===== src/rtl/sem_mailbox_pkg.sv =====
// Shared constants and control-state encoding for the semaphore mailbox.
// Word width matches the CPU data path width of 1.
package sem_mailbox_pkg;

  localparam int SEM_DATA_WIDTH = 1;
  localparam int SEM_DEPTH     = 8;
  localparam int SEM_PTR_WIDTH = 3;

  typedef enum logic [1:0] {
    SEM_ST_EMPTY   = 2'd0,
    SEM_ST_PARTIAL = 2'd1,
    SEM_ST_FULL    = 2'd2
  } sem_state_t;

endpackage


===== src/rtl/sem_mailbox_mem.sv =====
// DEPTH x DATA_WIDTH register array: synchronous write, asynchronous read.
// Contents are deliberately left unreset; validity is tracked by the owner.
module sem_mailbox_mem #(
  parameter int DATA_WIDTH = 1,
  parameter int DEPTH      = 8,
  parameter int PTR_WIDTH  = 3
) (
  input  logic                  clk,
  input  logic                  we,
  input  logic [PTR_WIDTH-1:0]  waddr,
  input  logic [DATA_WIDTH-1:0] wdata,
  input  logic [PTR_WIDTH-1:0]  raddr,
  output logic [DATA_WIDTH-1:0] rdata
);

  logic [DATA_WIDTH-1:0] mem [DEPTH];

  always_ff @(posedge clk) begin
    if (we) mem[waddr] <= wdata;
  end

  assign rdata = mem[raddr];

endmodule


===== src/rtl/sem_mailbox.sv =====
// First-word-fall-through mailbox between a writer CPU and a reader CPU.
// Define SEM_MAILBOX_ERR_EN to add sticky overflow/underflow flags with clear.
module sem_mailbox
  import sem_mailbox_pkg::*;
#(
  parameter int DATA_WIDTH = SEM_DATA_WIDTH,
  parameter int DEPTH      = SEM_DEPTH,
  parameter int PTR_WIDTH  = SEM_PTR_WIDTH
) (
  input  logic                  clk,
  input  logic                  rst,
  input  logic [DATA_WIDTH-1:0] wr_data_in,
  input  logic                  wr_valid_in,
  output logic                  wr_empty_out,
  output logic [DATA_WIDTH-1:0] rd_data_out,
  output logic                  rd_valid_out,
  input  logic                  rd_read_in,
  output logic [PTR_WIDTH:0]    level_out
`ifdef SEM_MAILBOX_ERR_EN
  ,
  input  logic                  err_clr_in,
  output logic                  overflow_out,
  output logic                  underflow_out
`endif
);

  localparam logic [PTR_WIDTH:0]   COUNT_FULL = DEPTH;
  localparam logic [PTR_WIDTH:0]   COUNT_ONE  = 1;
  localparam logic [PTR_WIDTH-1:0] PTR_ONE    = 1;

  logic [PTR_WIDTH-1:0]  wr_ptr_reg, rd_ptr_reg;
  logic [PTR_WIDTH:0]    count_reg, count_next;
  sem_state_t            state_reg, state_next;
  logic                  rd_pop, wr_accept;
  logic [DATA_WIDTH-1:0] mem_rdata;

  assign rd_pop    = rd_read_in && (state_reg != SEM_ST_EMPTY);
  // A pop in the same cycle frees the slot, so a full mailbox still accepts.
  assign wr_accept = wr_valid_in && ((state_reg != SEM_ST_FULL) || rd_pop);

  always_comb begin
    count_next = count_reg;
    if (wr_accept && !rd_pop)      count_next = count_reg + COUNT_ONE;
    else if (rd_pop && !wr_accept) count_next = count_reg - COUNT_ONE;
  end

  always_comb begin
    state_next = state_reg;
    case (state_reg)
      SEM_ST_EMPTY:   if (wr_accept) state_next = (count_next == COUNT_FULL) ? SEM_ST_FULL : SEM_ST_PARTIAL;
      SEM_ST_PARTIAL: begin
        if (count_next == '0)              state_next = SEM_ST_EMPTY;
        else if (count_next == COUNT_FULL) state_next = SEM_ST_FULL;
      end
      SEM_ST_FULL:    if (count_next != COUNT_FULL) state_next = (count_next == '0) ? SEM_ST_EMPTY : SEM_ST_PARTIAL;
      default:        state_next = SEM_ST_EMPTY;
    endcase
  end

  always_ff @(posedge clk or negedge rst) begin
    if (!rst) begin
      wr_ptr_reg <= '0;
      rd_ptr_reg <= '0;
      count_reg  <= '0;
      state_reg  <= SEM_ST_EMPTY;
    end else begin
      if (wr_accept) wr_ptr_reg <= wr_ptr_reg + PTR_ONE;
      if (rd_pop)    rd_ptr_reg <= rd_ptr_reg + PTR_ONE;
      count_reg <= count_next;
      state_reg <= state_next;
    end
  end

  sem_mailbox_mem #(
    .DATA_WIDTH (DATA_WIDTH),
    .DEPTH      (DEPTH),
    .PTR_WIDTH  (PTR_WIDTH)
  ) u_mem (
    .clk   (clk),
    .we    (wr_accept),
    .waddr (wr_ptr_reg),
    .wdata (wr_data_in),
    .raddr (rd_ptr_reg),
    .rdata (mem_rdata)
  );

  assign rd_valid_out = (state_reg != SEM_ST_EMPTY);
  assign wr_empty_out = (state_reg != SEM_ST_FULL);
  assign level_out    = count_reg;
  // Unwritten slots may hold stale data, so the head is masked when empty.
  assign rd_data_out  = rd_valid_out ? mem_rdata : '0;

`ifdef SEM_MAILBOX_ERR_EN
  logic overflow_reg, underflow_reg;
  logic overflow_set, underflow_set;

  assign overflow_set  = wr_valid_in && (state_reg == SEM_ST_FULL) && !rd_pop;
  assign underflow_set = rd_read_in && (state_reg == SEM_ST_EMPTY);

  always_ff @(posedge clk or negedge rst) begin
    if (!rst) begin
      overflow_reg  <= 1'b0;
      underflow_reg <= 1'b0;
    end else begin
      if (overflow_set)    overflow_reg <= 1'b1;
      else if (err_clr_in) overflow_reg <= 1'b0;
      if (underflow_set)   underflow_reg <= 1'b1;
      else if (err_clr_in) underflow_reg <= 1'b0;
    end
  end

  assign overflow_out  = overflow_reg;
  assign underflow_out = underflow_reg;
`endif

endmodule

===== config.mk =====
export PLATFORM = sky130hd
export DESIGN_NAME = sem_mailbox
export DESIGN_NICKNAME = d
export VERILOG_FILES = /design/src/rtl/sem_mailbox_pkg.sv /design/src/rtl/sem_mailbox_mem.sv /design/src/rtl/sem_mailbox.sv
export SDC_FILE = /design/constraint.sdc
export NUM_CORES = 1
export LEC_CHECK = 0
export CAP_MARGIN = 40
export CORE_ASPECT_RATIO = 1.2
export CORE_MARGIN = 2
export CORE_UTILIZATION = 43
export DETAILED_ROUTE_END_ITERATION = 10
export SETUP_SLACK_MARGIN = 0.02
export SYNTH_ARGS = -nofsm -noshare
export SYNTH_HDL_FRONTEND = slang
export SYNTH_SLANG_ARGS = --single-unit

===== constraint.sdc =====
create_clock -name clk -period 3.45 [get_ports clk]
set_clock_uncertainty 0.2 [all_clocks]
set_input_delay 0.8625 -clock clk [delete_from_list [all_inputs] [get_ports clk]]
set_output_delay 0.8625 -clock clk [all_outputs]
set_load 0.01 [all_outputs]

# ---- After elaboration in Yosys (flattened, before gate mapping)
# Memories as Yosys holds them, arrays and structs flattened.
# Index checks and enable logic that the tools add are counted.
dict set report word_totals {
  reg_bits 12
  latchBits 0
  ram_bits 8
  romBits 0
  input_bits 5
  output_inout_bits 7
  word_cells 40
  mem_count 1
}
# name depth word_bits rd rd_ports_with_merged_regs write_ports line_no
set memory_table {}
lappend memory_table {u_mem.mem 8 1 1 0 1 sem_mailbox_mem.sv:16} ;# logic [DATA_WIDTH-1:0] mem [DEPTH];
dict set report classes {
  add_sub_neg 4
  multipliers 0
  div 0
  order_cmp 0
  eq_ne 8
  shift 0
  mux 12
  n_bitwise 0
  reduce_logical 11
}
# op n
set ops {}
lappend ops {{2-to-1 mux 2 bit} 5}
lappend ops {{2-to-1 mux 4 bit} 2}
lappend ops {{adder 3 x 1 -> 3 bit (second input constant)} 2}
lappend ops {{!= test 2 bit (second input constant)} 3}
lappend ops {{one-hot mux 2 bit (3 select lines)} 1}
lappend ops {{adder 4 x 1 -> 4 bit (second input constant)} 1}
lappend ops {{== test 4 bit (second input constant)} 1}
lappend ops {{logical AND 1 bit} 4}
lappend ops {{zero test 4 bit} 1}
lappend ops {{2-to-1 mux 1 bit} 4}
lappend ops {{!= test 4 bit (second input constant)} 1}
lappend ops {{subtractor 4 x 1 -> 4 bit (second input constant)} 1}
lappend ops {{!= test 3 bit (second input constant)} 1}
lappend ops {{AND reduction 3 bit} 1}
lappend ops {{== test 2 x 1 -> 1 bit (second input constant)} 1}
lappend ops {{== test 2 bit (second input constant)} 1}
lappend ops {{zero test 1 bit} 2}
lappend ops {{zero test 2 bit} 1}
lappend ops {{nonzero test 2 bit} 1}
lappend ops {{logical OR 1 bit} 1}

# ---- Longest topological paths before layout
# Gate-level depths: netlist (run 1).
dict set report depth {
  word_depth 12
  ltp_mapped 7
  ltp_nobuf 7
}

# ---- Cells and area by module
# Synthesis (run 1) repeated with hierarchy kept, for this count alone.
dict set report unflattened {
  hier_cells 91
  area_unflattened_um2 1052.3
}
# mod n_inst cells_per_inst area_per_inst_um2 seq_area_each_um2
set modules_own_cells {}
lappend modules_own_cells {sem_mailbox 1 67 689.4 300.3}
lappend modules_own_cells {sem_mailbox_mem 1 24 362.8 240.2}

# ---- Worst setup path before layout (run 1)
# Ideal clock, no wire load.
dict set report synth_path {
  kind {input to register}
  start {input wr_valid_in}
  end {register state_reg[0]}
  arrival_time_ns 2.130
  required_time_ns 3.119
  path_slack_ns 0.990
  path_stages 6
  n_path_buf 1
  cell_sequence {buf_6 > or4_4 > o22ai_2 > xnor2_1 > a2111oi_2 > o21ai_1}
}
dict set report synth_between {
  elab_chain_cells 9
  word_cells_on_any_way 19
  classes_between {5 x eq/ne; 8 x mux; 6 x reduce/logical}
}
# item line_no
set synth_rtl {}
lappend synth_rtl {{start, declared} sem_mailbox.sv:13} ;# input logic wr_valid_in,
lappend synth_rtl {{logical AND 1 bit *} sem_mailbox.sv:39} ;# assign wr_accept = wr_valid_in && ((state_reg != SEM_ST_FULL) || rd_pop);
lappend synth_rtl {{zero test 1 bit} sem_mailbox.sv:44} ;# else if (rd_pop && !wr_accept) count_next = count_reg - COUNT_ONE;
lappend synth_rtl {{logical AND 1 bit} sem_mailbox.sv:44}
lappend synth_rtl {{2-to-1 mux 4 bit} sem_mailbox.sv:44}
lappend synth_rtl {{2-to-1 mux 4 bit} sem_mailbox.sv:43} ;# if (wr_accept && !rd_pop) count_next = count_reg + COUNT_ONE;
lappend synth_rtl {{== test 4 bit / zero test 4 bit (equally long branches)} n/a}
lappend synth_rtl {{2-to-1 mux 2 bit / 2-to-1 mux 1 bit (equally long branches)} {sem_mailbox.sv:50, sem_mailbox.sv:55}}
lappend synth_rtl {{2-to-1 mux 2 bit, on equally long branches} {sem_mailbox.sv:50, sem_mailbox.sv:55}}
lappend synth_rtl {{one-hot mux 2 bit (3 select lines)} sem_mailbox.sv:49} ;# case (state_reg)
lappend synth_rtl {{end signal, assigned} sem_mailbox.sv:70} ;# state_reg <= state_next;
lappend synth_rtl {{end, declared} sem_mailbox.sv:33} ;# sem_state_t state_reg, state_next;
# Every way passes the cells marked *; elsewhere a longest branch is shown, timed or not. The select of a mux whose other input is x is not followed.
# A chain may end at the register's enable or synchronous reset.

# ---- Worst setup path after layout (run 1)
dict set report layout_path {
  start {register rd_ptr_reg[0]}
  end {output rd_data_out}
}
dict set report layout_between {
  elab_chain_cells 2
}
# item line_no
set layout_rtl {}
lappend layout_rtl {{start, declared} sem_mailbox.sv:31} ;# logic [PTR_WIDTH-1:0] wr_ptr_reg, rd_ptr_reg;
lappend layout_rtl {{start signal, assigned} sem_mailbox.sv:68} ;# if (rd_pop) rd_ptr_reg <= rd_ptr_reg + PTR_ONE;
lappend layout_rtl {{memory (8 x 1 bit)} n/a}
lappend layout_rtl {{2-to-1 mux 1 bit} sem_mailbox.sv:91} ;# assign rd_data_out = rd_valid_out ? mem_rdata : '0;
lappend layout_rtl {{end, declared} sem_mailbox.sv:15} ;# output logic [DATA_WIDTH-1:0] rd_data_out,
# Every way passes these cells.

==> results of run 1 <==
where the power goes:
| group | internal, mW | switching (mW) | total (mW) |
|---|---|---|---|
| logic | 0.238 | 0.209 | 0.447 |
| clock network | 0.0421 | 0.0702 | 0.112 |
| registers | 0.333 | 0.104 | 0.437 |
worst max-delay path, cell delays in order (launching register included):
cell and delay [ns]:
dfrtp_1 0.48, mux4_2 0.53, mux2i_1 0.14, nor2_1 0.06
clkdlybuf4s50_1 0.47
cell usage after synthesis, drive strengths merged (3+ instances only):
cell type,instances
dfrtp,12
mux2i,4
ha,4
edfxtp,8
nor3,3
mux2,3
inv,7
nor2,9
nand2,10
xnor2,5
nand2b,3
cell type report:
type | count | area, um^2 | area share [%]
Timing Repair Buffer | 12 | 118 | 9.78
Sequential cell | 20 | 541 | 45.0
Clock inverter | 1 | 3.75 | 0.312
Tap cell | 31 | 38.8 | 3.23
Multi-Input combinational cell | 57 | 453 | 37.7
Clock buffer | 3 | 22.5 | 1.87
Inverter | 7 | 26.3 | 2.19
stage by stage:
step / utilization [%] / hold slack (ns) / power, mW / std cells / worst slack [ns]
2_1_floorplan: - / 0.266 / 0.734 / 85 / 0.990
3_3_place_gp: 51.5 / 0.288 / 0.888 / 127 / 0.599
3_5_place_dp: 51.5 / 0.294 / 0.897 / 127 / 0.548
4_1_cts: 52.7 / 0.313 / 1.01 / 131 / 0.376
5_1_grt: 52.7 / 0.328 / 1.08 / 131 / 0.316
6_report: 52.7 / 0.307 / 0.996 / 131 / 0.413
how the worst max path moves through the flow:
stage             startpoint            to  slack (ns)  cells after the start
2_1_floorplan    wr_valid_in  state_reg[0]        0.99                      6
3_3_place_gp     wr_valid_in  state_reg[0]        0.60                      6
3_5_place_dp      rd_read_in  state_reg[0]        0.55                      6
4_1_cts        rd_ptr_reg[0]   rd_data_out        0.38                      4
5_1_grt        rd_ptr_reg[0]   rd_data_out        0.32                      4
6_report       rd_ptr_reg[0]   rd_data_out        0.41                      4
routing by layer:
metal,up-vias,routed length [um],GRT usage [%]
met4,0,22,7.35
met5,-,0,0
met1,340,705,15.5
met2,20,960,27.0
met3,4,79,2.84
li1,328,-,-
kinds of logic (layout without fill, tap and decap cells):
kind of cell | count (synthesis) | in the layout | share of synthesized area, %
AND/OR/NAND/NOR | 28 | 28 | 12.6
flip-flops | 20 | 20 | 52.4
multiplexers | 9 | 9 | 11.5
buffers and inverters | 8 | 23 | 3.64
XOR/XNOR | 7 | 7 | 5.95
adder cells (fa/ha/maj) | 4 | 4 | 4.85
AO/OA/AOI/OAI | 9 | 9 | 8.98
==> out/results.ini, run 1 <==
[run_status]
status = finished clean

[synth]
synth.cell_area_um2 = 1030
ys_warn_count = 0
postSynth.asyncResetShare_pct = 60.0
synth_nets = 94
post-synth-top-area-cell = dfrtp_1
synth_top_area_share_pct = 29.1
syn_inst = 85
synth.avg_cell_area_um2 = 12.1
ys_ff_latch = 20
ys_seq_area_share_pct = 52.4
yosys-top-cells-area = dfrtp_1 (29%), edfxtp_1 (23%), ha_1 (4.9%), mux4_2 (4.4%), xnor2_1 (4.2%)
synth_flop_cell = dfrtp_1
synth-edff-count = 8
synth.distinct_cells = 24

[clock_network]
postCtsResizedCells = 0
cts_setup_buffers = 0
cts.htree.levels = 1
cts_tree = built
clock_sinks = 20
postCtsHoldBufs = 0
numCtsBuffers = 3
clockRootBuffer = clkbuf_4
path_clk_slew_ns = 0.11
clockBufferDepth = 2
clk_latency_ns = 0.29

[worst_hold_path]
min_from = rd_ptr_reg[2]
min_to = rd_ptr_reg[2]
hold_depth = 1
hold_path.class = reg2reg

[floorplanning]
dieWidth_um = 48.7
row_count = 19
ios = 12
core-area_um2 = 2280
dieArea_um2 = 2810
initial_utilization_pct = 45.2
die_height_um = 57.6

[layout]
layout_commonest_cell = dfrtp_1
drive_gt1_share_pct = 13.0
top_register = u_mem.mem
layout_common_cells = dfrtp_1 (12), clkdlybuf4s50_1 (11), nand2_1 (10), nor2_1 (9), edfxtp_1 (8)
largest_reg_flops = 8
finalNetCount = 110
area_growth_syn_to_layout_pct = 16.6
fillers = 228
diodes = 0
design_area_um2 = 1200

[worst_setup_path]
end_kind = output pin
cp.required_ns = 2.39
r2r_start = state_reg[0]
path_max_fanout = 4
r2r_slack_ns = 1.39
r2r_cells = 5
cp.arrival_ns = 1.97
worstReg2RegEnd = state_reg[0]
critical_path_class = reg2out
start_kind = register

[detailed_routing]
drc = 0
wl_um = 1770
drt_iter0_drc = 10
first_pass_iters = 4
dr_total_vias = 692
vias_per_cell = 5.28
avgRoutedWirePerCell_um = 13.5
final_antenna_net_count = 0

[global_route]
grt-ovfl-total = 0
grt_max_degree = 13
grt_pass1_wl_um = 3060
grt_pass1_vias = 725
antenna_found_initial = 0
grt.total_usage_pct = 14.4

[power]
power.density_nw_per_um2 = 829
p_leak_nw = 0.486
peakVddDrop_mv = 0.450

[job]
cap_violations = 0

[sta]
fmax_mhz = 329
rsz0062_at_grt = no
min_period_ns = 3.04
tightest_slew_ns = 0.587
max_slew_margin_pct = 60.8
slew_viol_final = 0
period_share_pct = 88.0
setup_violations = 0
hold_viol_final = 0
setup_tns_ns = 0

[placed_design]
numPortBuffers = 11
dpl_cell_area_um2 = 1180
dp_hpwl_um = 1370
place.gp.congestion = 0.651

Power figures use the tool's default switching activity.
==> run 2: changes to the inputs <==
--- a/config.mk
+++ b/config.mk
@@ -9,6 +9,7 @@
 export CORE_ASPECT_RATIO = 1.2
 export CORE_MARGIN = 2
 export CORE_UTILIZATION = 43
+export CTS_CLUSTER_DIAMETER = 120
 export DETAILED_ROUTE_END_ITERATION = 10
 export SETUP_SLACK_MARGIN = 0.02
 export SYNTH_ARGS = -nofsm -noshare
==> results of run 2 <==
Same layout as run 1: the final DEF is identical, and so are final timing and power.
